<file path="src/rtl/ram_gen_pkg.sv">
// ram_gen_pkg -- shared types and default parameters for the ram_2p_gen family.
// Rev 1.0
`default_nettype none

package ram_gen_pkg;

  typedef enum logic [0:0] {
    CLEAR = 1'b0,
    READY = 1'b1
  } state_e;

  localparam int DEF_DWIDTH     = 16;
  localparam int DEF_AWIDTH     = 8;
  localparam int DEF_PIPE       = 0;
  localparam int DEF_INIT_CLEAR = 1;

endpackage

`default_nettype wire

</file>
<file path="src/rtl/ram_2p_gen_core.sv">
// ram_2p_gen_core -- storage array with one write port and one synchronous read port.
// Rev 1.0
`default_nettype none

module ram_2p_gen_core #(
  parameter int DWIDTH = 16,
  parameter int AWIDTH = 8
) (
  input  logic              clk_i,
  input  logic              we_i,
  input  logic [AWIDTH-1:0] waddr_i,
  input  logic [DWIDTH-1:0] wdata_i,
  input  logic              re_i,
  input  logic [AWIDTH-1:0] raddr_i,
  output logic [DWIDTH-1:0] rdata_o
);

  localparam int DEPTH = 2 ** AWIDTH;

  // No reset on the array or its read register so the storage maps onto block RAM.
  logic [DWIDTH-1:0] mem_q [DEPTH];
  logic [DWIDTH-1:0] rdata_q;

  always_ff @(posedge clk_i) begin
    if (we_i) begin
      mem_q[waddr_i] <= wdata_i;
    end
    if (re_i) begin
      rdata_q <= mem_q[raddr_i];
    end
  end

  assign rdata_o = rdata_q;

endmodule

`default_nettype wire

</file>
<file path="src/rtl/ram_2p_gen.sv">
// ram_2p_gen -- single-clock two-port RAM with zero-fill sequencer, write-first
// bypass and selectable 1/2-cycle read latency. Rev 1.0
`default_nettype none

module ram_2p_gen
  import ram_gen_pkg::*;
#(
  parameter int DWIDTH     = DEF_DWIDTH,
  parameter int AWIDTH     = DEF_AWIDTH,
  parameter int PIPE       = DEF_PIPE,
  parameter int INIT_CLEAR = DEF_INIT_CLEAR
) (
  input  logic              RWCLK,
  input  logic              RESET,
  input  logic              CLR,
  input  logic              WEN,
  input  logic              REN,
  input  logic [AWIDTH-1:0] WADDR,
  input  logic [AWIDTH-1:0] RADDR,
  input  logic [DWIDTH-1:0] WD,
  output logic [DWIDTH-1:0] RD,
  output logic              RVALID,
  output logic              BUSY
);

  localparam state_e            RST_STATE = (INIT_CLEAR != 0) ? CLEAR : READY;
  localparam logic [AWIDTH-1:0] LAST_ADDR = {AWIDTH{1'b1}};

  logic [1:0]        sync_q;
  logic              rst_n;
  state_e            state_q, state_d;
  logic [AWIDTH-1:0] fill_cnt_q, fill_cnt_d;
  logic              mem_we;
  logic [AWIDTH-1:0] mem_waddr;
  logic [DWIDTH-1:0] mem_wdata;
  logic              user_wr;
  logic              rd_issue;
  logic [DWIDTH-1:0] core_rdata;
  logic              rv1_q;
  logic              byp_q;
  logic [DWIDTH-1:0] byp_data_q;
  logic [DWIDTH-1:0] s1_data;

  // Assertion is immediate; release reaches the rest of the block two edges later.
  always_ff @(posedge RWCLK or negedge RESET) begin
    if (!RESET) begin
      sync_q <= 2'b00;
    end else begin
      sync_q <= {sync_q[0], 1'b1};
    end
  end

  assign rst_n = sync_q[1];

  always_ff @(posedge RWCLK or negedge rst_n) begin
    if (!rst_n) begin
      state_q    <= RST_STATE;
      fill_cnt_q <= '0;
    end else begin
      state_q    <= state_d;
      fill_cnt_q <= fill_cnt_d;
    end
  end

  always_comb begin
    state_d    = state_q;
    fill_cnt_d = fill_cnt_q;
    unique case (state_q)
      CLEAR: begin
        if (CLR) begin
          fill_cnt_d = '0;
        end else if (fill_cnt_q == LAST_ADDR) begin
          state_d    = READY;
          fill_cnt_d = '0;
        end else begin
          fill_cnt_d = fill_cnt_q + 1'b1;
        end
      end
      READY: begin
        if (CLR) begin
          state_d    = CLEAR;
          fill_cnt_d = '0;
        end
      end
      default: begin
        state_d    = RST_STATE;
        fill_cnt_d = '0;
      end
    endcase
  end

  // The fill sequencer owns the write port while clearing; user traffic is dropped.
  always_comb begin
    BUSY      = 1'b0;
    mem_we    = 1'b0;
    mem_waddr = WADDR;
    mem_wdata = WD;
    user_wr   = 1'b0;
    rd_issue  = 1'b0;
    unique case (state_q)
      CLEAR: begin
        BUSY      = 1'b1;
        mem_we    = rst_n;
        mem_waddr = fill_cnt_q;
        mem_wdata = '0;
      end
      READY: begin
        user_wr  = rst_n & WEN;
        mem_we   = rst_n & WEN;
        rd_issue = rst_n & REN;
      end
      default: begin
        BUSY = 1'b0;
      end
    endcase
  end

  ram_2p_gen_core #(
    .DWIDTH (DWIDTH),
    .AWIDTH (AWIDTH)
  ) u_core (
    .clk_i   (RWCLK),
    .we_i    (mem_we),
    .waddr_i (mem_waddr),
    .wdata_i (mem_wdata),
    .re_i    (rd_issue),
    .raddr_i (RADDR),
    .rdata_o (core_rdata)
  );

  // The array returns old data on a same-address collision, so the write data is
  // captured alongside the read and substituted when the addresses matched.
  always_ff @(posedge RWCLK or negedge rst_n) begin
    if (!rst_n) begin
      rv1_q      <= 1'b0;
      byp_q      <= 1'b0;
      byp_data_q <= '0;
    end else begin
      rv1_q <= rd_issue;
      if (rd_issue) begin
        byp_q      <= user_wr && (WADDR == RADDR);
        byp_data_q <= WD;
      end
    end
  end

  assign s1_data = byp_q ? byp_data_q : core_rdata;

  if (PIPE == 0) begin : g_pipe0
    logic [DWIDTH-1:0] hold_q;

    always_ff @(posedge RWCLK or negedge rst_n) begin
      if (!rst_n) begin
        hold_q <= '0;
      end else begin
        hold_q <= RD;
      end
    end

    assign RD     = rv1_q ? s1_data : hold_q;
    assign RVALID = rv1_q;
  end else begin : g_pipe1
    logic [DWIDTH-1:0] rd_q;
    logic              rv_q;

    always_ff @(posedge RWCLK or negedge rst_n) begin
      if (!rst_n) begin
        rd_q <= '0;
        rv_q <= 1'b0;
      end else begin
        rv_q <= rv1_q;
        if (rv1_q) begin
          rd_q <= s1_data;
        end
      end
    end

    assign RD     = rd_q;
    assign RVALID = rv_q;
  end

endmodule

`default_nettype wire

</file>
<file path="config.mk">
export PLATFORM = sky130hd
export DESIGN_NAME = ram_2p_gen
export DESIGN_NICKNAME = d
export VERILOG_FILES = /design/src/rtl/ram_gen_pkg.sv /design/src/rtl/ram_2p_gen_core.sv /design/src/rtl/ram_2p_gen.sv
export SDC_FILE = /design/constraint.sdc
export NUM_CORES = 2
export LEC_CHECK = 0
export ABC_CLOCK_PERIOD_IN_PS = 2300
export CAP_MARGIN = 20
export CORE_AREA = 2 2 602 604
export CTS_CLUSTER_DIAMETER = 100
export CTS_CLUSTER_SIZE = 30
export DETAILED_ROUTE_END_ITERATION = 6
export DIE_AREA = 0 0 604 606
export HOLD_SLACK_MARGIN = 0.12
export SLEW_MARGIN = 40
export SYNTH_ARGS = -nofsm -noshare
export SYNTH_HDL_FRONTEND = slang
export SYNTH_SLANG_ARGS = --single-unit
export TNS_END_PERCENT = 30
</file>
<file path="constraint.sdc">
create_clock -name RWCLK -period 2.3 [get_ports RWCLK]
set_input_delay 0.46 -clock RWCLK [delete_from_list [all_inputs] [get_ports RWCLK]]
set_output_delay 0.46 -clock RWCLK [all_outputs]
set_load 0.005 [all_outputs]
</file>
==> impl_results.md <==
* Outcome: finished, violations left
* Failing checks: setup timing
* CP max-delay cell: nor4_1
* Worst EP required at 3.05 ns
* Mapped Area at 161000 sq um
* Worst slew margin at 0.482
* Worst-Margin Slew at 0.771 ns
* Avg Inst Size Synth at 21.0 sq um
* CP Launch Type: primary input
* Crit Path Max Fanout at 10
* Worst setup path startpoint: RADDR[7]
* Yosys warns at 0
* Area Growth Syn to Fin at 18.3%
* Total track usage at 0.242
* Post-DP HPWL at 299000 um
* Worst r2r path cells at 8
* Via Count at 84300
* Core area at 360000 sq um
* Setup TNS at -73.49 ns
* FFs w/ async S/R, synth at 0.0108
* Syn Nets at 7690
* Hold WS at 0.235 ns
* Routed length per placed instance at 33.0 um
* CP cell instances: clkdlybuf4s50_1 > buf_4 > buf_4 > and4b_1 > nand2_1 > nor3_1 > nor4_1 > and4_1 > nand4_1 > buf_4 > nor4_2
* CTS buffer count at 164
* Via-per-instance ratio at 6.14
* Fin. Hold Viols at 0
* Layout Utilization at 0.529
* Crit share post-route at 1.24
* MaxCap Viol Count at 0
* Clk buf depth at 4
* Initial Utilization at 0.447
* Worst setup margin at -0.550 ns
* Pleak at 64.5 nW
* Die Width at 604 um
* Crit. End Element: flip-flop
* Most frequent cells in the layout: edfxtp_1 (4112), buf_4 (842), mux4_2 (826), buf_12 (506), mux2i_1 (489)
* Clock sink total at 4157
* Post-synth EDFFs at 4112
* Setup violators final at 1509
* Worst EP arrival at 3.60 ns
* Delay of the slowest cell on the worst path at 0.49 ns
* Kind of critical path: primary input to flip-flop
* Number of synthesized register bits at 4157
* Cell mode on critical path: buf_4
* Remaining DRCs at 0
* Worst Clk Skew at 0.0690 ns
* Share of cells above drive strength 1 at 0.337
* Initial antenna violation count at 17
* CTS root buf: clkbuf_16
* Fin crit period at 2.85 ns
* Hold WC Path Type: primary input to asynchronous set/reset pin
* Antenna Violating Nets Remaining at 0
* Worst flop-to-flop path startpoint: u_core.mem_q[183][1]$_DFFE_PP_
* Cell count after placement at 13400
* Port-buffer cells at 54
* Critical path buffers and inverters at 4
* PwrDens at 660 nW/um^2
* CP top delay family: simple AND/OR/NAND/NOR gates
* RR Endpoint: u_core.rdata_o[1]$_DFFE_PP_
* CTS tree: built
* Largest net degree at the start of global routing at 97
* Maximum clock rate at 351 MHz
* TritonRoute pass-1 iters at 5
* Commonest non-fill, non-tap cell in the layout: edfxtp_1
* Routed WL at 454000 um
* Global route overflow at 0
* Vias in the first global route at 82400
* Max-slew violation count at 0
* Cell Count, Final, Fillers Out at 13700
* Most common flop cell mapped by yosys: edfxtp_1
* RSZ-0062 raised after global routing: yes
* Gpl congestion at 0.926
* H-tree depth at 4
* Sequential area share after synthesis at 0.774
* Die Area at 366000 sq um
* Netlist cell types at 65
* Wire length of the first global-routing pass at 631000 um
* Overall power at 126 mW
* Starting DRT DRC Count at 11200
* Row Count at 221
* R2R setup slack at -0.49 ns
* Fin nets at 8936
* IO Pins at 55
* Worst-path clk slew at 0.11 ns
* VDD IR max at 493 uV
* Chip Height at 606 um
* Synth Instances at 7652
* Worst-Skew Late Latency at 0.93 ns
per-stage QoR:
| step | area (sq um) | worst slack [ns] |
|---|---|---|
| 2_1_floorplan | 162000 | -0.490 |
| 3_3_place_gp | 182000 | -2.42 |
| 3_5_place_dp | 182000 | -1.49 |
| 4_1_cts | 189000 | -0.514 |
| 5_1_grt | 190000 | -0.570 |
| 6_report | 190000 | -0.550 |
worst max-delay path by stage:
| stage | to | slack, ns | cells after the start |
|---|---|---|---|
| final | u_core.rdata_o[1]$_DFFE_PP_ | -0.55 | 11 |
| after global routing | u_core.rdata_o[1]$_DFFE_PP_ | -0.57 | 8 |
| after CTS | u_core.rdata_o[1]$_DFFE_PP_ | -0.51 | 8 |
| after detailed placement | u_core.rdata_o[13]$_DFFE_PP_ | -1.49 | 10 |
| after global placement | u_core.rdata_o[12]$_DFFE_PP_ | -2.42 | 9 |
| after floorplan | u_core.mem_q[223][0]$_DFFE_PP_ | -0.49 | 6 |
final cells by class:
class / instances / area [sq um]
Antenna cell: 11 / 27.5
Clock buffer: 181 / 4250
Clock inverter: 21 / 253
Fill cell: 27500 / 170000
Inverter: 10 / 52.6
Multi-Input combinational cell: 3023 / 36000
Sequential cell: 4157 / 125000
Tap cell: 4794 / 6000
Timing Repair Buffer: 1542 / 19200
Yosys cell counts (all sizes together), types with 3 or more instances:
| cell type | number | share of area |
|---|---|---|
| nand2b | 21 | 0.00082 |
| a31oi | 26 | 0.0010 |
| or2 | 7 | 0.00027 |
| dfrtp | 45 | 0.0070 |
| mux2 | 71 | 0.0050 |
| o32ai | 6 | 0.00033 |
| a2111oi | 20 | 0.0011 |
| xor2 | 8 | 0.00044 |
| and4 | 9 | 0.00049 |
| clkbuf | 233 | 0.0054 |
| a221oi | 53 | 0.0029 |
| nand3 | 31 | 0.00096 |
| inv | 9 | 0.00021 |
| nor3 | 165 | 0.0051 |
| a21oi | 136 | 0.0042 |
| a221o | 24 | 0.0015 |
| a22o | 29 | 0.0016 |
| o211ai | 17 | 0.00079 |
| a211oi | 37 | 0.0017 |
| edfxtp | 4112 | 0.77 |
| mux2i | 503 | 0.031 |
| nor2 | 385 | 0.0090 |
| or3 | 6 | 0.00023 |
| nand2 | 120 | 0.0028 |
| o22ai | 194 | 0.0077 |
| a32o | 3 | 0.00019 |
| and2 | 32 | 0.0012 |
| nand4b | 3 | 0.00016 |
| a22oi | 48 | 0.0022 |
| o21ai | 48 | 0.0015 |
| nor4 | 27 | 0.0010 |
| xnor2 | 4 | 0.00022 |
| nand4 | 16 | 0.00062 |
| nor2b | 5 | 0.00019 |
| o22a | 9 | 0.00049 |
| buf | 229 | 0.010 |
| o221ai | 112 | 0.0061 |
| mux4 | 826 | 0.12 |
cells by family (layout without fill, tap and decap cells):
group	Yosys count	in the layout	synth area share
other cells	1	12	0.0000233
xor+xnor	12	12	0.000653
mux	1400	1400	0.152
fa+ha+maj	1	1	0.0000777
compound gates	772	772	0.0339
flops	4157	4157	0.774
simple gates	837	837	0.0235
buf+inv	472	1754	0.0160
state kept, by name, summed over array words and instances (netlist names):
name / count
sync_q: 2
u_core.mem_q: 4096
fill_cnt_q: 8
RVALID: 1
u_core.rdata_o: 16
byp_q: 1
g_pipe0.hold_q: 16
byp_data_q: 16
state_q: 1
report_power, final:
group	internal, mW	switching (mW)	total (mW)
combinational	3.62	4.21	7.83
sequential	81.9	0.0403	82.0
clock	13.6	22.3	35.8
total	99.1	26.5	126
layer usage:
layer	share of wire	track usage	up-vias	wire, um
met1	0.42	0.350	45700	188000
li1	-	-	34400	-
met5	0.00014	0	-	64
met2	0.47	0.387	3653	216000
met4	0.034	0.0717	8	15200
met3	0.076	0.0332	519	34700
worst reg2reg max path: stages, from the launching register on:
cell and delay [ns]:
edfxtp_1 0.38, mux4_2 0.47, mux4_2 0.56, mux2i_1 0.17, buf_4 0.21, nor2_4 0.05
a2111oi_4 0.43, buf_4 0.24, nor4_2 0.06
repair_timing:
item                                     CTS  global route
pin swaps                                 67            70
cloned                                    19            32
resized for setup                        297           205
buffers inserted                          65            33
endpoints found under the setup margin  3425          3330
hold endpoints to repair                   3             0
hold buffers                               2             0
Power figures use the tool's default switching activity.
